===== src/rtl/pll_phase_stepper_if.sv =====
// Command-side interface of pll_phase_stepper: request fields in, status and tracker readback out.
interface pll_phase_stepper_if #(
    parameter int PHASE_W = 8
);
    logic               update;
    logic [2:0]         sel;
    logic [PHASE_W-1:0] target_phase;
    logic               pll_clksrc;
    logic               force_areset;
    logic               busy;
    logic               error;
    logic [PHASE_W-1:0] cur_phase;

    modport master (
        output update, sel, target_phase, pll_clksrc, force_areset,
        input  busy, error, cur_phase
    );

    modport slave (
        input  update, sel, target_phase, pll_clksrc, force_areset,
        output busy, error, cur_phase
    );
endinterface


===== src/rtl/pll_phase_stepper.sv =====
// Steps PLL counter phases to absolute targets using per-counter phase trackers.
// Optional step timeout with sticky error flag: define PLL_PHASE_TIMEOUT_EN.
module pll_phase_stepper #(
    parameter int NCNT     = 5,
    parameter int PHASE_W  = 8,
    parameter int SCAN_DIV = 16,
    parameter int PS_HOLD  = 6,
    parameter int DONE_MIN = 8,
    parameter int TIMEOUT  = 108
) (
    input  logic                clk,
    input  logic                reset,
    pll_phase_stepper_if.slave  cmd,
    input  logic                phase_done,
    output logic                areset,
    output logic                clkswitch,
    output logic                phasestep,
    output logic                scanclk,
    output logic [2:0]          phasecounterselect,
    output logic                phaseupdown
);
    localparam int DIV_W   = $clog2(SCAN_DIV);
    localparam int TOG_TOP = (TIMEOUT > DONE_MIN)
                           ? ((TIMEOUT > PS_HOLD) ? TIMEOUT : PS_HOLD)
                           : ((DONE_MIN > PS_HOLD) ? DONE_MIN : PS_HOLD);
    localparam int TOG_CAP = TOG_TOP + 1;
    localparam int TOG_W   = $clog2(TOG_CAP + 1);

    localparam logic [DIV_W-1:0]   DIV_LAST   = DIV_W'(SCAN_DIV - 1);
    localparam logic [TOG_W-1:0]   TOG_MAX    = TOG_W'(TOG_CAP);
    localparam logic [TOG_W-1:0]   PS_HOLD_C  = TOG_W'(PS_HOLD);
    localparam logic [TOG_W-1:0]   DONE_MIN_C = TOG_W'(DONE_MIN);
    localparam logic [2:0]         NCNT_C     = 3'(NCNT);
    localparam logic [PHASE_W-1:0] PHASE_MAX  = '1;

    typedef enum logic [2:0] {IDLE, ARESET, CLKSWITCH, PREP, STEP, DONE} state_t;

    state_t             state, next_state;
    logic [2:0]         sel_q;
    logic [PHASE_W-1:0] tgt_q;
    logic               req_src;
    logic               src_q;
    logic [2:0]         cnt;
    logic [DIV_W-1:0]   div_q;
    logic [TOG_W-1:0]   tog_q, tog_inc;
    logic [PHASE_W-1:0] tracker [NCNT];
    logic [PHASE_W-1:0] cur_trk, trk_next;
    logic               accept, tick, step_ok, timeout, at_target;

    assign accept    = (state == IDLE) && cmd.update && (cmd.sel < NCNT_C);
    assign tick      = (state == STEP) && (div_q == DIV_LAST);
    assign tog_inc   = (tog_q == TOG_MAX) ? tog_q : tog_q + 1'b1;
    assign step_ok   = tick && (tog_inc >= DONE_MIN_C) && phase_done;
    assign at_target = (cur_trk == tgt_q);

    always_comb begin
        cur_trk = '0;
        for (int i = 0; i < NCNT; i++)
            if (sel_q == 3'(i)) cur_trk = tracker[i];
    end

    always_comb begin
        cmd.cur_phase = '0;
        for (int i = 0; i < NCNT; i++)
            if (cmd.sel == 3'(i)) cmd.cur_phase = tracker[i];
    end

    // Linear stepping: the tracker saturates instead of wrapping.
    always_comb begin
        trk_next = cur_trk;
        if (phaseupdown) begin
            if (cur_trk != PHASE_MAX) trk_next = cur_trk + 1'b1;
        end else begin
            if (cur_trk != '0) trk_next = cur_trk - 1'b1;
        end
    end

`ifdef PLL_PHASE_TIMEOUT_EN
    localparam logic [TOG_W-1:0] TIMEOUT_C = TOG_W'(TIMEOUT);
    logic error_q;

    assign timeout   = tick && (tog_inc == TIMEOUT_C) && !phase_done;
    assign cmd.error = error_q;

    always_ff @(posedge clk) begin
        if (reset)        error_q <= 1'b0;
        else if (accept)  error_q <= 1'b0;
        else if (timeout) error_q <= 1'b1;
    end
`else
    assign timeout   = 1'b0;
    assign cmd.error = 1'b0;
`endif

    always_ff @(posedge clk) begin
        if (reset) state <= IDLE;
        else       state <= next_state;
    end

    always_comb begin
        next_state = state;
        areset     = 1'b0;
        clkswitch  = 1'b0;
        cmd.busy   = 1'b1;
        case (state)
            IDLE: begin
                cmd.busy = 1'b0;
                if (accept)
                    next_state = (cmd.force_areset || (cmd.pll_clksrc != src_q)) ? ARESET : PREP;
            end
            ARESET: begin
                areset = 1'b1;
                if (cnt == 3'd7) next_state = req_src ? CLKSWITCH : PREP;
            end
            CLKSWITCH: begin
                clkswitch = 1'b1;
                if (cnt == 3'd7) next_state = PREP;
            end
            PREP:    next_state = at_target ? DONE : STEP;
            STEP: begin
                if (timeout)      next_state = DONE;
                else if (step_ok) next_state = PREP;
            end
            DONE:    next_state = IDLE;
            default: next_state = IDLE;
        endcase
    end

    always_ff @(posedge clk) begin
        if (reset) begin
            sel_q              <= '0;
            tgt_q              <= '0;
            req_src            <= 1'b0;
            src_q              <= 1'b0;
            cnt                <= '0;
            div_q              <= '0;
            tog_q              <= '0;
            phasestep          <= 1'b0;
            scanclk            <= 1'b0;
            phasecounterselect <= '0;
            phaseupdown        <= 1'b1;
            for (int i = 0; i < NCNT; i++) tracker[i] <= '0;
        end else begin
            cnt <= (state == ARESET || state == CLKSWITCH) ? cnt + 3'd1 : 3'd0;
            if (accept) begin
                sel_q   <= cmd.sel;
                tgt_q   <= cmd.target_phase;
                req_src <= cmd.pll_clksrc;
            end
            // The PLL phase returns to zero after areset, so every tracker follows.
            if (state == ARESET) src_q <= req_src;
            for (int i = 0; i < NCNT; i++) begin
                if (state == ARESET)                  tracker[i] <= '0;
                else if (step_ok && sel_q == 3'(i))   tracker[i] <= trk_next;
            end
            if (state == PREP) begin
                scanclk <= 1'b0;
                if (!at_target) begin
                    phasecounterselect <= sel_q + 3'd2;
                    phaseupdown        <= (tgt_q > cur_trk);
                    phasestep          <= 1'b1;
                    div_q              <= '0;
                    tog_q              <= '0;
                end
            end
            if (state == STEP) begin
                div_q <= tick ? '0 : div_q + 1'b1;
                if (tick) begin
                    scanclk <= ~scanclk;
                    tog_q   <= tog_inc;
                    if (tog_inc == PS_HOLD_C) phasestep <= 1'b0;
                end
                if (timeout) begin
                    phasestep <= 1'b0;
                    scanclk   <= 1'b0;
                end
            end
            if (state == DONE) scanclk <= 1'b0;
        end
    end
endmodule


===== src/flat_wrapper.sv =====
// flat-port wrapper written by rule: the top's interface ports become plain ports
module pll_phase_stepper_flat 
#(
    parameter int NCNT     = 5,
    parameter int PHASE_W  = 8,
    parameter int SCAN_DIV = 16,
    parameter int PS_HOLD  = 6,
    parameter int DONE_MIN = 8,
    parameter int TIMEOUT  = 108
)
  (clk, reset, phase_done, areset, clkswitch, phasestep, scanclk, phasecounterselect, phaseupdown, cmd_update, cmd_sel, cmd_target_phase, cmd_pll_clksrc, cmd_force_areset, cmd_busy, cmd_error, cmd_cur_phase);
  pll_phase_stepper_if #(.PHASE_W(PHASE_W)) cmd_i ();
  input  logic clk;
  input  logic reset;
  input  logic phase_done;
  output logic areset;
  output logic clkswitch;
  output logic phasestep;
  output logic scanclk;
  output logic [2:0] phasecounterselect;
  output logic phaseupdown;
  input wire logic [$bits(cmd_i.update)-1:0] cmd_update;
  input wire logic [$bits(cmd_i.sel)-1:0] cmd_sel;
  input wire logic [$bits(cmd_i.target_phase)-1:0] cmd_target_phase;
  input wire logic [$bits(cmd_i.pll_clksrc)-1:0] cmd_pll_clksrc;
  input wire logic [$bits(cmd_i.force_areset)-1:0] cmd_force_areset;
  output wire logic [$bits(cmd_i.busy)-1:0] cmd_busy;
  output wire logic [$bits(cmd_i.error)-1:0] cmd_error;
  output wire logic [$bits(cmd_i.cur_phase)-1:0] cmd_cur_phase;
  assign cmd_i.update = cmd_update;
  assign cmd_i.sel = cmd_sel;
  assign cmd_i.target_phase = cmd_target_phase;
  assign cmd_i.pll_clksrc = cmd_pll_clksrc;
  assign cmd_i.force_areset = cmd_force_areset;
  assign cmd_busy = cmd_i.busy;
  assign cmd_error = cmd_i.error;
  assign cmd_cur_phase = cmd_i.cur_phase;
  pll_phase_stepper #(.NCNT(NCNT), .PHASE_W(PHASE_W), .SCAN_DIV(SCAN_DIV), .PS_HOLD(PS_HOLD), .DONE_MIN(DONE_MIN), .TIMEOUT(TIMEOUT)) u_core (.clk(clk), .reset(reset), .cmd(cmd_i), .phase_done(phase_done), .areset(areset), .clkswitch(clkswitch), .phasestep(phasestep), .scanclk(scanclk), .phasecounterselect(phasecounterselect), .phaseupdown(phaseupdown));
endmodule

===== config.mk =====
export PLATFORM = sky130hd
export DESIGN_NAME = pll_phase_stepper_flat
export DESIGN_NICKNAME = d
export VERILOG_FILES = /design/src/rtl/pll_phase_stepper_if.sv /design/src/rtl/pll_phase_stepper.sv /design/src/flat_wrapper.sv
export SDC_FILE = /design/constraint.sdc
export NUM_CORES = 1
export LEC_CHECK = 0
export ABC_AREA = 1
export BUFFER_PORTS_ARGS = -buffer_cell sky130_fd_sc_hd__buf_2
export CORE_MARGIN = 3
export CORE_UTILIZATION = 60
export DETAILED_ROUTE_END_ITERATION = 12
export MAX_ROUTING_LAYER = met4
export PLACE_DENSITY = 0.89
export SETUP_SLACK_MARGIN = 0.15
export SLEW_MARGIN = 10
export SYNTH_ARGS = -nofsm -noshare
export SYNTH_HDL_FRONTEND = slang
export SYNTH_SLANG_ARGS = --single-unit

===== constraint.sdc =====
create_clock -name clk -period 2.68 [get_ports clk]
set_input_delay 0.67 -clock clk [delete_from_list [all_inputs] [get_ports clk]]
set_output_delay 0.67 -clock clk [all_outputs]
set_load 0.01 [all_outputs]

; Word level (Yosys, flattened, before mapping)
; Memories as Yosys holds them, arrays and structs flattened.
; Cells that the tools add are included.
; Widths: inputs -> output; s select.
[totals]
out_inout_bits = 18
memories = 1
mem_bits_rw = 40
ff_bits = 36
[classes]
eq_ne = 25
n_reduce_logical = 22
n_lt_le_gt_ge = 3
muxes = 75
bitwise_logic = 13
n_addsub = 6
[mem_list]
columns = memory, words, word_bits, rd, rd_clocked_by_memory_dff, write_ports, line_no
row1 = u_core.tracker, 5, 8, 5, 0, 5, pll_phase_stepper.sv:46  ; logic [PHASE_W-1:0] tracker [NCNT];
[op_table]
columns = cell, n
row1 = $mux 8, 23
row2 = $mux 1, 37
row3 = $mux 7, 5
row4 = $eq 3x2->1 const B, 6
row5 = $mux 4, 4
row6 = $eq 3x3->1 const B, 5
row7 = $pmux 3 s5, 1
row8 = $mux 3, 4
row9 = $logic_and 1x1->1, 10
row10 = $or 1x1->1, 10
row11 = $eq 3x1->1 const B, 3
row12 = $logic_not 3->1, 3
row13 = $add 8x1->8 const B, 1
row14 = $eq 8x8->1, 1
row15 = $gt 8x8->1, 1
row16 = $ne 2x1->1 const B, 4
row17 = $ne 8x8->1 const B, 1
row18 = $reduce_bool 8->1, 1
row19 = $sub 8x1->8 const B, 1
row20 = $add 7x1->7 const B, 1
row21 = $eq 7x3->1 const B, 1
row22 = $eq 7x7->1 const B, 1
row23 = $ge 7x4->1 const B, 1
row24 = $add 4x1->4 const B, 1
row25 = 13 further kinds, 18

; Depth between registers and ports, before layout
[logic_depth]
word_depth = 12
ltp_mapped = 16
ltp_nobuf = 15

; Worst setup path before layout
; Ideal clock, no wire load.
[synth_timing]
path_kind = reg-to-reg
from = register u_core.sel_q[0]
to = memory u_core.tracker[0][0] (data pin)
t_arrival_ns = 2.128
path_buffers = 1
path_stages_with_launch = 15
slack_ns = 0.288
synth_period_minus_slack_ns = 2.392
path_cell_list = dfxtp_1 -> nor2_4 -> nand2_1 -> buf_4 -> o21ai_0 -> nor2_1 -> nor2_1 -> ha_1 -> nand2_1 -> nor2_1 -> nand3_1 -> nand2_1 -> nand3_1 -> nand2_2 -> nor2_1
[synth_rtl]
columns = item, line_no
row1 = start: declaration, pll_phase_stepper.sv:39  ; logic [2:0] sel_q;
row2 = start signal: assignment, pll_phase_stepper.sv:146  ; sel_q <= cmd.sel;
row3 = end: declaration, pll_phase_stepper.sv:46

==> flow_summary.ini <==
[outcome]
outcome = finished clean

[pwr]
p_per_area_nw_per_um2 = 869
finalPower_mw = 4.49
netSwitchingFraction_pct = 43.6
internal-power_mw = 2.53
p_leak_nw = 2.25
p_seq_share_pct = 35.4
ir_drop_mv = 0.514
pwr-share-clk_pct = 19.7
power_switching_mw = 1.95
power.share.combinational_pct = 45.0

[logic_synthesis]
synth_area_leaders = edfxtp_1 (27%), dfxtp_1 (16%), nand2_1 (8.5%)
synthesis.nets = 624
ys_ff_latch = 76
syn-cell-area_um2 = 4460
synth.top_cell.area_share_pct = 27.0
synth-main-ff-cell = edfxtp_1
ys_types = 38
synth_edf_count = 40
yosysSeqAreaShare_pct = 43.1
synthCells = 591
yosys.area.top_type = edfxtp_1
async_flop_share_pct = 0
yosysWarnings = 0
syn_area_per_cell_um2 = 7.54

[floorplanning]
start_util_pct = 63.8
die_h_um = 92.2
die_w_um = 92.2
core_um2 = 6980
design.die.area_um2 = 8500
io_pins = 35
placementRows = 30

[drt]
vias = 4679
detail-route-antenna-nets = 0
drt_iter0_markers = 702
drt-pass1-iter-count = 8
drc = 0
totalWireLength_um = 13000
vias_per_cell = 6.24
wl_per_cell_um = 17.3

[hold_path]
min_path_cells = 1
holdCritStartpoint = u_core.cnt[0]
hp-class = flop to flop
worstHoldEndpoint = u_core.cnt[0]

[placed_design]
portBuffers = 33
dp.cells = 731
place_worst_setup_slack_ns = -0.0476
dp_hpwl_um = 9470
routabilityCongestion = 1.05
dpl_cell_area_um2 = 4860

[setup_path]
critPathKind = flop to flop
reg2reg_slack_ns = 0.11
timing.rr.start = u_core.sel_q[0]
crit_arrival_ns = 2.67
r2r-end = u_core.tracker[2][0]
cp_max_fo = 9
cp-start-kind = flop
r2r_cells = 14
cp-end-kind = flop
critPathRequiredTime_ns = 2.78

[sta]
fin_skew_ns = 0.00970
rsz0062_at_grt = true
hold_viol_final = 0
setup_violations = 0
tightest_slew_ns = 0.525
fmax_mhz = 390
min_period_ns = 2.57
period_share_pct = 95.8
slew_viol_final = 0
relSlewSlack_pct = 65.0
layout_setup_ws_ns = 0.113

[grt]
gr-usage-met2_pct = 50.5
grt_usage_pct = 31.3
grt_pass1_wl_um = 20600
grt_pass1_vias = 4457
grt_remaining_overflow = 0
grt_busiest_layer = met2
gr-usage-met3_pct = 6.15
met1_usage_pct = 37.6
grt_max_degree = 25
antenna_found_initial = 0

[cts]
cts_root_buf = clkbuf_8
cts_buffers = 9
cts_max_level = 3
clk_pin_slew_ns = 0.08
clk_latency_ns = 0.35
clockBufferDepth = 2
cts.sinks = 76
cts_tree = done
holdBufCountCts = 0

[finish]
syn_to_final_growth_pct = 15.8
drive_above_1_share_pct = 18.0
fill_cells = 514
nets = 682
antennaDiodeCount = 0
final_cell_area_um2 = 5160
instances_no_fill = 750

[job]
cap_violations = 0
==> Yosys cell counts (2+ instances only) <==
| master | count |
|---|---|
| nand2_1 | 101 |
| nor2_1 | 91 |
| a21oi_1 | 65 |
| nand3_1 | 63 |
| inv_1 | 54 |
| o21ai_0 | 41 |
| edfxtp_1 | 40 |
| dfxtp_1 | 36 |
| nand4_1 | 26 |
| ha_1 | 16 |
| o211ai_1 | 7 |
| clkbuf_1 | 6 |
| xor2_1 | 5 |
| buf_2 | 4 |
| o21bai_2 | 4 |
| buf_4 | 3 |
| nor2_4 | 3 |
| nor3_1 | 3 |
| a211oi_1 | 2 |
| inv_2 | 2 |
| o21ai_1 | 2 |
==> layout make-up <==
type | instances | area [µm²] | share of cell area, %
multi-input cells | 443 | 2330 | 45.1
flip-flops and latches | 76 | 1930 | 37.3
repair buffers | 61 | 375 | 7.27
inverters | 58 | 224 | 4.34
clock buffers | 10 | 128 | 2.47
well taps | 96 | 120 | 2.33
clock inverters | 6 | 61.3 | 1.19
==> power groups by stage <==
stage	clock network (mW)	logic [mW]	registers, mW
finish	0.882	2.02	1.59
global route	0.935	2.22	1.60
CTS	0.873	1.88	1.57
detailed placement	0	1.86	1.60
global placement	0	1.79	1.59
floorplan	0	1.30	1.55
==> repair_timing <==
item | CTS | global route
buffers inserted | 0 | 3
setup endpoints to repair | 42 | 100
pin swaps | 0 | 5
gates resized for setup | 5 | 29
==> cell families (layout without fill, tap and decap cells) <==
logic type | Yosys count | in the layout | share of synthesized area, %
adder cells (fa/ha/maj) | 16 | 16 | 4.49
buffers and inverters | 72 | 135 | 6.48
AO/OA/AOI/OAI | 127 | 127 | 15.7
XOR/XNOR | 6 | 6 | 1.18
AND/OR/NAND/NOR | 293 | 293 | 28.9
flip-flops | 76 | 76 | 43.1
other | 1 | 1 | 0.0841
==> worst max path at each step <==
| stage | start | end | slack [ns] |
|---|---|---|---|
| after global placement | u_core.sel_q[1] | u_core.tracker[2][0] | 0.14 |
| final | u_core.sel_q[0] | u_core.tracker[2][0] | 0.11 |
| after global routing | u_core.sel_q[0] | u_core.tracker[1][1] | 0.08 |
| after floorplan | u_core.sel_q[0] | u_core.tracker[0][0] | 0.29 |
| after CTS | u_core.sel_q[2] | u_core.tracker[1][1] | 0.17 |
| after detailed placement | u_core.sel_q[1] | u_core.tracker[2][0] | -0.05 |
==> through the flow <==
| step | utilization [%] | setup TNS [ns] | hold WS (ns) |
|---|---|---|---|
| finish | 73.9 | 0 | 0.430 |
| global route | 73.9 | 0 | 0.452 |
| CTS | 72.5 | 0 | 0.432 |
| detailed placement | 69.6 | -0.307 | 0.421 |
| global placement | 69.6 | 0 | 0.407 |
| floorplan | - | 0 | 0.399 |
==> critical path, cell delays in order (launching register included) <==
cell	delay [ns]
dfxtp_2	0.39
nor2_4	0.13
buf_4	0.19
nand3_1	0.10
nand3_1	0.13
nor2_1	0.08
nor2_2	0.24
ha_2	0.24
nand2_1	0.13
nor2_4	0.17
nand3_4	0.12
nand2_1	0.10
nand3_1	0.10
nand2_2	0.13
nor2_1	0.06
==> cells in the final DEF, fill, tap and decap left out, types with 28 or more instances in the layout <==
master / count
a21oi_1: 64
buf_2: 33
buf_4: 28
dfxtp_1: 33
edfxtp_1: 40
inv_1: 51
nand2_1: 94
nand3_1: 59
nor2_1: 84
o21ai_0: 38
==> state kept, by name, summed over array words and instances, names as in the netlist <==
signal	flops
u_core.tog_q	7
u_core.sel_q	3
u_core.cnt	3
u_core.req_src	1
u_core.phasestep	1
u_core.state	3
u_core.scanclk	1
u_core.tgt_q	8
u_core.src_q	1
u_core.tracker	40
u_core.phaseupdown	1
u_core.phasecounterselect	3
u_core.div_q	4
==> layer usage <==
metal / wire [µm] / vias up
met5: 0 / -
met1: 4750 / 2100
met4: 565 / 0
met3: 1500 / 68
li1: - / 2155
met2: 6140 / 356
Power figures use the tool's default switching activity.
